<file path="config.mk">
export PLATFORM = sky130hd
export DESIGN_NAME = framebuffer_scheduler
export DESIGN_NICKNAME = d
export VERILOG_FILES = /design/src/rtl/framebuffer_scheduler.sv
export SDC_FILE = /design/constraint.sdc
export NUM_CORES = 1
export LEC_CHECK = 0
export CAP_MARGIN = 20
export CORE_AREA = 2 2 75 84
export CTS_CLUSTER_DIAMETER = 50
export DETAILED_ROUTE_END_ITERATION = 10
export DIE_AREA = 0 0 77 86
export PLACE_DENSITY = 0.78
export SETUP_SLACK_MARGIN = 0.1
export SLEW_MARGIN = 20
export SYNTH_ARGS = -nofsm -noshare
export SYNTH_HDL_FRONTEND = slang
export SYNTH_SLANG_ARGS = --single-unit
</file>
<file path="constraint.sdc">
create_clock -name Clk -period 2.1 [get_ports Clk]
set_input_delay 0.21 -clock Clk [delete_from_list [all_inputs] [get_ports Clk]]
set_output_delay 0.21 -clock Clk [all_outputs]
set_load 0.02 [all_outputs]
</file>
<file path="src/rtl/framebuffer_scheduler.sv">
// -----------------------------------------------------------------------------
// framebuffer_scheduler
//
// Double-buffered framebuffer controller. The output path reads the buffer
// selected by front_sel. The renderer draws into the other buffer, called the
// back buffer, which is always ~front_sel.
//
// Each frame moves through three states:
//   CLEAR     : writes CLEAR_COLOR to every back-buffer pixel, one pixel per
//               cycle, scanning x first and then y.
//   DRAW      : forwards accepted renderer writes to the write port.
//   WAIT_SWAP : the renderer has finished; waits for new_frame, then swaps.
//
// Ports
//   Clk, Reset_n        : clock; asynchronous active-low reset
//   new_frame           : one-cycle frame-boundary pulse from the VGA path
//   frame_done          : renderer has finished drawing the back buffer
//   draw_req/x/y/color  : renderer pixel write request
//   draw_ack            : combinational; the request is accepted this cycle
//   wr_en/buf/x/y/color : registered framebuffer write port
//   front_sel           : buffer index the output path reads
//   clearing            : high while in CLEAR
//   frame_start         : one-cycle pulse after the last clear write lands
//   dropped_frames      : saturating count of new_frame pulses that did not
//                         cause a swap
// -----------------------------------------------------------------------------
module framebuffer_scheduler #(
    parameter int WIDTH       = 640,
    parameter int HEIGHT      = 480,
    parameter int COLOR_BITS  = 3,
    parameter int CLEAR_COLOR = 0
) (
    input  logic                  Clk,
    input  logic                  Reset_n,
    input  logic                  new_frame,
    input  logic                  frame_done,
    input  logic                  draw_req,
    input  logic [9:0]            draw_x,
    input  logic [8:0]            draw_y,
    input  logic [COLOR_BITS-1:0] draw_color,
    output logic                  draw_ack,
    output logic                  wr_en,
    output logic                  wr_buf,
    output logic [9:0]            wr_x,
    output logic [8:0]            wr_y,
    output logic [COLOR_BITS-1:0] wr_color,
    output logic                  front_sel,
    output logic                  clearing,
    output logic                  frame_start,
    output logic [7:0]            dropped_frames
);

    typedef enum logic [1:0] {
        ST_CLEAR     = 2'd0,
        ST_DRAW      = 2'd1,
        ST_WAIT_SWAP = 2'd2
    } state_t;

    localparam logic [9:0]            X_LAST  = 10'(WIDTH - 1);
    localparam logic [8:0]            Y_LAST  = 9'(HEIGHT - 1);
    localparam logic [10:0]           X_LIMIT = 11'(WIDTH);
    localparam logic [9:0]            Y_LIMIT = 10'(HEIGHT);
    localparam logic [COLOR_BITS-1:0] CLR_C   = COLOR_BITS'(CLEAR_COLOR);

    state_t                state_q, state_d;
    logic [9:0]            clr_x_q, clr_x_d;
    logic [8:0]            clr_y_q, clr_y_d;
    logic                  front_sel_q, front_sel_d;
    logic                  wr_en_q, wr_en_d;
    logic                  wr_buf_q, wr_buf_d;
    logic [9:0]            wr_x_q, wr_x_d;
    logic [8:0]            wr_y_q, wr_y_d;
    logic [COLOR_BITS-1:0] wr_color_q, wr_color_d;
    logic                  clear_done_q, clear_done_d;
    logic                  frame_start_q, frame_start_d;
    logic [7:0]            dropped_q, dropped_d;

    logic back_sel;
    logic draw_in_range;
    logic do_swap;
    logic do_drop;

    assign back_sel      = ~front_sel_q;
    assign draw_in_range = ({1'b0, draw_x} < X_LIMIT) && ({1'b0, draw_y} < Y_LIMIT);

    // NOTE: every signal assigned in this block gets a default first, so no
    // path through the case statement leaves one unassigned and infers a latch.
    always_comb begin
        state_d       = state_q;
        clr_x_d       = clr_x_q;
        clr_y_d       = clr_y_q;
        front_sel_d   = front_sel_q;
        wr_en_d       = 1'b0;
        wr_buf_d      = wr_buf_q;
        wr_x_d        = wr_x_q;
        wr_y_d        = wr_y_q;
        wr_color_d    = wr_color_q;
        clear_done_d  = 1'b0;
        // frame_start trails the last clear write by one cycle. That write
        // has landed on the write port by the time drawing is announced.
        frame_start_d = clear_done_q;
        dropped_d     = dropped_q;
        draw_ack      = 1'b0;
        do_swap       = 1'b0;
        do_drop       = 1'b0;

        unique case (state_q)
            ST_CLEAR: begin
                wr_en_d    = 1'b1;
                wr_buf_d   = back_sel;
                wr_x_d     = clr_x_q;
                wr_y_d     = clr_y_q;
                wr_color_d = CLR_C;
                if (clr_x_q == X_LAST) begin
                    clr_x_d = '0;
                    if (clr_y_q == Y_LAST) begin
                        clr_y_d      = '0;
                        clear_done_d = 1'b1;
                        state_d      = ST_DRAW;
                    end else begin
                        clr_y_d = clr_y_q + 9'd1;
                    end
                end else begin
                    clr_x_d = clr_x_q + 10'd1;
                end
                do_drop = new_frame;
            end

            ST_DRAW: begin
                draw_ack = draw_req;
                // Out-of-range requests are acknowledged so the renderer
                // moves on, but they never reach the write port.
                if (draw_req && draw_in_range) begin
                    wr_en_d    = 1'b1;
                    wr_buf_d   = back_sel;
                    wr_x_d     = draw_x;
                    wr_y_d     = draw_y;
                    wr_color_d = draw_color;
                end
                if (frame_done) begin
                    if (new_frame) do_swap = 1'b1;
                    else           state_d = ST_WAIT_SWAP;
                end else begin
                    do_drop = new_frame;
                end
            end

            ST_WAIT_SWAP: begin
                do_swap = new_frame;
            end

            default: begin
                state_d = ST_CLEAR;
            end
        endcase

        if (do_swap) begin
            front_sel_d = ~front_sel_q;
            state_d     = ST_CLEAR;
            clr_x_d     = '0;
            clr_y_d     = '0;
        end

        if (do_drop && (dropped_q != 8'hFF)) begin
            dropped_d = dropped_q + 8'd1;
        end
    end

    // NOTE: sequential state uses non-blocking assignments, so every flop
    // samples the values from before the edge, whatever the statement order.
    always_ff @(posedge Clk or negedge Reset_n) begin
        if (!Reset_n) begin
            state_q       <= ST_CLEAR;
            clr_x_q       <= '0;
            clr_y_q       <= '0;
            front_sel_q   <= 1'b0;
            wr_en_q       <= 1'b0;
            wr_buf_q      <= 1'b0;
            wr_x_q        <= '0;
            wr_y_q        <= '0;
            wr_color_q    <= '0;
            clear_done_q  <= 1'b0;
            frame_start_q <= 1'b0;
            dropped_q     <= '0;
        end else begin
            state_q       <= state_d;
            clr_x_q       <= clr_x_d;
            clr_y_q       <= clr_y_d;
            front_sel_q   <= front_sel_d;
            wr_en_q       <= wr_en_d;
            wr_buf_q      <= wr_buf_d;
            wr_x_q        <= wr_x_d;
            wr_y_q        <= wr_y_d;
            wr_color_q    <= wr_color_d;
            clear_done_q  <= clear_done_d;
            frame_start_q <= frame_start_d;
            dropped_q     <= dropped_d;
        end
    end

    assign wr_en          = wr_en_q;
    assign wr_buf         = wr_buf_q;
    assign wr_x           = wr_x_q;
    assign wr_y           = wr_y_q;
    assign wr_color       = wr_color_q;
    assign front_sel      = front_sel_q;
    assign clearing       = (state_q == ST_CLEAR);
    assign frame_start    = frame_start_q;
    assign dropped_frames = dropped_q;

endmodule

</file>
# Yosys cells after proc, flatten, opt, wreduce, memory -nomap -nowiden
# Index checks and enable logic that the tools add are counted.
# word_totals
reg_bits	56
in_bits	27
output_inout_bits	36
elab_cells	71
# op_classes
add_sub_neg	3
magnitude_cmp	2
n_eq_ne	11
n_mux	32
n_bitwise	1
n_reduce_logical	10
# ops
op	count
9-bit two-way mux	5
10-bit two-way mux	4
10-bit one-hot mux with 2 select lines	1
9-bit one-hot mux with 2 select lines	1
10-bit by 1-bit adder with 10-bit output (second input constant)	1
10-bit equality test (second input constant)	1
10-bit less-than comparator (second input constant)	1
2-bit two-way mux	5
9-bit by 1-bit adder with 9-bit output (second input constant)	1
9-bit equality test (second input constant)	1
9-bit less-than comparator (second input constant)	1
1-bit two-way mux	9
8-bit by 1-bit adder with 8-bit output (second input constant)	1
8-bit != test (second input constant)	1
1-bit one-hot mux with 2 select lines	4
3-bit by 1-bit != test with 1-bit output (second input constant)	2
3-bit != test (second input constant)	2
2-bit one-hot mux with 3 select lines	1
3-bit one-hot mux with 2 select lines	1
2-bit nonzero test	3
5-bit AND reduction	1
2-bit != test (second input constant)	2
2-bit AND reduction	2
1-bit logical AND	3
other kinds (5)	5

# Depth between registers and ports, before layout
# Gate-level depths: netlist of run 1.
# logic_depth
depth_word	5
mapped_depth	7
ltp_nobuf	6

# Least setup slack after synthesis of run 1
# No wires, ideal clock.
# synth_timing
kind	flip-flop to flip-flop
start	register state_q[1]
end	register state_q[0]
setup_time_ps	125
t_arrival_ps	1851
t_required_ps	1975
setup_slack_ps	124
stages_incl_launch_ff	8
n_path_buf	1
synth_period_minus_slack_ps	1976
cell_sequence	dfrtp_1 > inv_1 > ha_1 > buf_2 > inv_1 > a31o_2 > o2111ai_1 > mux2_2
# synth_via
word_cells_on_any_way	12
classes_between	eq/ne (7); mux (3); reduce/logical (2)
# synth_lines
item	line_no	text
start, declared	65	state_t state_q, state_d;
start signal, assigned	186	state_q <= state_d;
2-bit logical NOT (*)	-	
named net clearing	48	output logic clearing,
3-bit by 1-bit != test with 1-bit output (no source line) or 2-bit one-hot mux with 3 select lines (tied branches)	-	
5-bit AND reduction (no source line) or 2-bit two-way mux (tied branches)	-	
# The timed path passes the listed nets; every way through them passes the cells marked *.
# A chain may end at the register's enable or synchronous reset.

# Final worst setup path of run 1
# layout_timing
start	register state_q[0]
end	output port clearing
# layout_via
elab_chain_len	1
# layout_lines
item	line_no	text
2-bit logical NOT	207	assign clearing = (state_q == ST_CLEAR);
end, declared	48	
# Every way passes these cells.

==> run metrics, run 1 <==
clock latency on the worst-skew pair=310 ps; Crit Path Category=flip-flop to output pin; clock sinks=56; CP startpoint=state_q[0]; VDD IR max=0.8389 mV; maximum level of the CTS H-tree=2; flop2flop setup slack=220 ps; gr ovfl total=0; register area share after synthesis=49.51%; fin crit share=90.04%; Post-DP HPWL=4847 microns; Rel. slew slack=63.86%; FFs w/ async S/R, synth=100.0%; PortBufs=62; per-cell routed wire length=15.68 microns; Worst-path clk slew=90 ps; CP Data Arrival Time=1680 ps; CP Max Fanout=7; Ys Warns=0; RR Endpoint=clr_y_q[2]; Tightest Pin Transition=542.0 ps; Worst Skew=2.972 ps; Max Freq=528.8 MHz; die width=77 microns; Post-synth EDFFs=0; die area=6622 sq um; layout cell share with drive strength beyond 1=11.05%; type of origin of the critical path=flip-flop; CTS tree=built; multi-input gate area in the final layout=1395 sq um; post-synthesis cell type count=44; DIE HEIGHT=86 microns; Initial DRT Pass Iterations=4; Worst R2R Start=state_q[0]; min-delay worst type=flip-flop to flip-flop; register area=1405 sq um; kind of end point of the critical path=output pin; cts bufs inserted=5; layout filler cell count=496; antenna violations before repair=0; most common cell after layout, fill and taps aside=clkdlybuf4s50_1; max-cap violation count=0; Total Routed Length=6603 microns; Largest stage delay, worst path=620 ps; Overall Power=5206 uW; ys flop type=dfrtp_1; Final setup viols=0; Final TNS setup=0 ps; critical path cell sequence=inv_2 -> ha_4 -> clkdlybuf4s50_1; Lkg Pwr=0.001603 uW; crit path to=clearing; Final Net Count=379; Cells after Synth=275; Final ANT Viol Nets=0; most frequent cells in the layout=60 x clkdlybuf4s50_1, 53 x dfrtp_1, 34 x nand2_1; slowest CP cell=clkdlybuf4s50_1; first-pass GRT wire length=11230 microns; root buf cell=clkbuf_8; unrepaired setup endpoints after global routing=no; outcome=finished clean; Inst Count DP=413; Crit path required time=1890 ps; Mapped Area=2830 sq um; largest net degree at the start of global routing=35; clk buf depth=2; final std cells w/o fill=421; Final GP Congestion=0.9006; Yosys reg bits=56; # IOs=63; Syn-to-layout area delta=32.58%; core area=5733 sq um; vias=2353; Reg2Reg Depth=6; Post-Syn Nets=310; Post-Synthesis Mean Instance Area=10.29 sq um; pwr dens=1387 nW/um^2; # diodes=0; Vias per Instance=5.589; vias in the first global route=2312; Slew Limit Fails=0; Tmin final=1891 ps; Final Hold Viols=0; initial DRC count=166; All-Layer GR Usage=21.07%; fin util=65.45%; Rows=29; Initial Utilization=49.37%; DRC errors left=0; Post-CTS Setup Inserts=0
worst min path at each step:
stage,start,endpoint,slack (ps),depth (start not counted)
after detailed placement,Reset_n,frame_start,230,1
final,clear_done_q,frame_start,370,0
after floorplan,Reset_n,clear_done_q,-90,0
after global placement,Reset_n,frame_start,230,1
after CTS,clear_done_q,frame_start,380,0
after global routing,clear_done_q,frame_start,380,0
Yosys cell counts (2+ instances only):
library cell,instances,share of area (%)
o21ai_0,30,5.3
o211ai_1,3,0.80
or3_1,3,0.66
buf_2,3,0.53
nand3_1,14,2.5
clkbuf_1,6,0.80
inv_1,6,0.80
mux2_2,2,0.80
o31ai_1,2,0.53
nor3_1,2,0.35
or4b_1,2,0.71
nor4_1,3,0.66
a21oi_1,13,2.3
nand2_1,34,4.5
a22o_1,3,0.93
nor2_1,9,1.2
and3_1,5,1.1
nand4_1,4,0.88
and2_1,5,1.1
xor2_1,6,1.9
a21o_1,2,0.53
a31o_2,2,0.62
ha_1,8,3.5
mux2i_1,21,7.4
dfrtp_1,56,50
nor2b_1,2,0.44
xnor2_1,6,1.9
o2111ai_1,2,0.62
or2_2,2,0.44
or4_1,4,1.1
nand2b_1,2,0.44
area by class of cell:
| type | count | share of cell area (%) |
|---|---|---|
| repair buffers | 72 | 18.77 |
| inverters | 6 | 0.6002 |
| clock buffers | 5 | 1.834 |
| clock inverters | 2 | 1.601 |
| multi-input cells | 203 | 37.18 |
| flip-flops and latches | 56 | 37.45 |
| well taps | 77 | 2.568 |
metal layers:
layer	vias up	part of all wire (%)	global-route usage, %	routed length (microns)
met5	-	0	0	0
met4	0	0.80	5.357	53
met3	5	4.3	4.105	286
met2	65	49	35.96	3267
met1	1154	45	27.83	2996
li1	1129	-	-	-
through the flow:
stage	worst slack, ps	area, sq um	hold WS, ps
floorplan	124.2	2830	-85.59
finish	209.1	3752	371.2
detailed placement	93.87	3581	225.1
global placement	154.6	3581	225.5
global route	110.6	3752	382.8
CTS	115.3	3724	376.5
sequential cells by signal (all words and copies together), names as in the netlist:
name            count
clr_y_q             9
dropped_frames      8
wr_x               10
wr_y                9
wr_color            3
frame_start         1
clear_done_q        1
front_sel           1
clr_x_q            10
wr_buf              1
state_q             2
wr_en               1
power by group:
part	internal, uW	switching (uW)
Clock	469	346
Combinational	1180	1330
Sequential	1480	398
Total	3140	2070
cells by family (layout without fill, tap and decap cells):
group                    after synthesis  in the layout  synth area share [%]
multiplexers                          23             23                 8.223
AND/OR/NAND/NOR                       99             99                 19.63
adder cells (fa/ha/maj)                8              8                 3.537
flip-flops                            56             56                 49.51
XOR/XNOR                              12             12                 3.713
buffers and inverters                 16             85                 2.520
AO/OA/AOI/OAI                         61             61                 12.86
what timing repair did:
item,4_1_cts,5_1_grt
setup endpoints to repair,8,36
gates resized for setup,3,9
endpoints found under the hold margin,22,0
hold buffers,1,0
worst max-delay path: cells and delay by family, from the launching register on:
kind / cells / cell delay, ps
adders and majority gates: 1 / 190
DFF: 1 / 450
buffers and inverters: 2 / 730
No activity file was read; power rests on OpenSTA's default activity.
==> run 2: changes to the inputs <==
--- a/config.mk
+++ b/config.mk
@@ -14,2 +14,3 @@
 export SETUP_SLACK_MARGIN = 0.1
+export SKIP_LAST_GASP = 1
 export SLEW_MARGIN = 20
==> constraint.sdc (replaced) <==
create_clock -name Clk -period 2.1 [get_ports Clk]
set_input_delay 0.315 -clock Clk [delete_from_list [all_inputs] [get_ports Clk]]
set_output_delay 0.315 -clock Clk [all_outputs]
set_load 0.02 [all_outputs]
==> run metrics, run 2 (synthesized netlist as in run 1, its figures left out) <==
per-cell routed wire length=14.60 microns (-6.9%); Slew Limit Fails=0 (unchanged); P_int=2931 uW (-6.5%); clock sinks=56 (unchanged); first-pass GRT wire length=10740 microns (-4.4%); multi-input gate area in the final layout=1368 sq um (-2.0%); Syn-to-layout area delta=32.01%; sequential power share=37.2% (+1.1 points); # diodes=0 (unchanged); kind of end point of the critical path=flip-flop; PortBufs=62 (unchanged); Crit Path Category=flip-flop to flip-flop; Rel. slew slack=72.92% (+9.1 points); largest net degree at the start of global routing=57 (+63%); Initial DRT Pass Iterations=6 (+2); gr ovfl total=0 (unchanged); Inst Count DP=416 (+0.73%); Max Freq=518.9 MHz (-1.9%); Lkg Pwr=0.001616 uW (+0.82%); DIE HEIGHT=86 microns (unchanged); Worst-path clk slew=90 ps (about the same); CP Data Arrival Time=2150 ps (+470 ps); layout filler cell count=507 (+2.2%); Largest stage delay, worst path=510 ps (-110 ps); die area=6622 sq um (unchanged); vias in the first global route=2316 (+0.17%); pwr dens=1334 nW/um^2 (-3.9%); # IOs=63 (unchanged); CTS tree=built; delay-heaviest family, CP=simple AND/OR/NAND/NOR gates; clock latency on the worst-skew pair=320 ps (about the same); clk buf depth=2 (unchanged); root buf cell=clkbuf_8; cts bufs inserted=5 (unchanged); Worst Skew=16.06 ps (+13.08 ps); Final GP Congestion=0.8458 (-6.1%); Tmin final=1927 ps (+36.22 ps); fin crit share=91.77% (+1.7 points); antenna violations before repair=0 (unchanged); Overall Power=4982 uW (-4.3%); most frequent cells in the layout=59 x clkdlybuf4s50_1, 56 x dfrtp_1, 34 x nand2_1; min-delay worst type=flip-flop to flip-flop; most common cell after layout, fill and taps aside=clkdlybuf4s50_1; Tightest Pin Transition=406.2 ps (-135.9 ps); Crit path required time=2320 ps (+430 ps); Total Routed Length=6265 microns (-5.1%); type of origin of the critical path=flip-flop; VDD IR max=0.7445 mV (-11%); Comb pwr share=50.9% (+2.7 points); Most common cell on crit path=and2_1; outcome=finished clean; clock share of power=11.9% (-3.8 points); vias=2366 (+0.55%); Post-DP HPWL=4676 microns (-3.5%); sw frac=41.16% (+1.4 points); All-Layer GR Usage=20.09% (-0.98 points); layout cell share with drive strength beyond 1=11.08% (+0.033 points); slowest CP cell=or4b_1; Final TNS setup=0 ps (unchanged); Initial Utilization=49.37% (unchanged); initial DRC count=124 (-25%); unrepaired setup endpoints after global routing=yes; CP Max Fanout=6 (-1); Sw Pwr=2051 uW (-0.96%); DRC errors left=0 (unchanged); Final setup viols=0 (unchanged); Buf+Inv Stages, Crit Path=1 (-1); core area=5733 sq um (unchanged); Final Hold Viols=0 (unchanged); Vias per Instance=5.515 (-1.3%); maximum level of the CTS H-tree=2 (unchanged); critical path cell sequence=inv_1 -> ha_1 -> and2_1 -> and2_1 -> or4b_1 -> o21ai_0; final std cells w/o fill=429 (+1.9%); register area=1401 sq um (-0.27%); max-cap violation count=0 (unchanged); die width=77 microns (unchanged); Rows=29 (unchanged); Final Net Count=386 (+1.8%); Final ANT Viol Nets=0 (unchanged)
## run 2: changes by cell type in the layout (fill, tap and decap cells not counted), sizes merged
cell           previous run  this run
bufinv                    2         0
clkbuf                    5         7
buf                      10        17
clkinv                    0         1
clkdlybuf4s50            60        59
clkinvlp                  0         1
## run 2: through the flow
| step | hold slack [ps] | setup WS (ps) | area [sq um] | utilization, % |
|---|---|---|---|---|
| CTS | 358.3 | 85.39 | 3700 | 64.54 |
| floorplan | 19.41 | 124.2 | 2830 | - |
| global placement | 332.6 | 155.1 | 3603 | 62.85 |
| global route | 364.7 | 50.53 | 3736 | 65.17 |
| finish | 356.0 | 172.8 | 3736 | 65.17 |
| detailed placement | 337.1 | 122.3 | 3603 | 62.85 |
## run 2: final timing paths
path	startpoint	to	slack (ps)	cells past startpoint
max in group asynchronous	Reset_n	dropped_frames[7]	1340	3
hold reg to reg	clear_done_q	frame_start	360	0
setup / recovery	state_q[0]	clr_y_q[2]	170	6
hold / removal	clear_done_q	frame_start	360	0
setup reg to reg	state_q[0]	clr_y_q[2]	170	6
min in group asynchronous	Reset_n	wr_y[8]	510	3
## run 2: routing by layer
layer  GRT usage, %  wire length [microns]  vias up
li1               -                      -     1150
met1          25.27                   2765     1138
met2          34.85                   3120       68
met3          3.368                    285       10
met4          7.792                     93        0
met5              0                      0        -
## run 2: timing repair
action,CTS,global route
gates resized for setup,2,6
pin swaps,0,1
hold buffers,1,0
buffers inserted,0,4
hold endpoints to repair,3,0
setup endpoints to repair,3,33
## run 2: final cells by class
class | instances | share of cell area (%)
timing repair buffer | 79 | 20.33
clock inverter | 2 | 0.4354
inverter | 6 | 0.6028
tap | 77 | 2.579
sequential | 56 | 37.51
multi-input combinational | 203 | 36.60
clock buffer | 6 | 1.942
## run 2: power groups by stage
stage | sequential, uW | combinational, uW | clock (uW)
floorplan | 2110 | 1210 | 0
global placement | 1850 | 2440 | 0
detailed placement | 1880 | 2490 | 0
CTS | 1860 | 2490 | 596
global route | 1920 | 2780 | 642
finish | 1850 | 2530 | 594
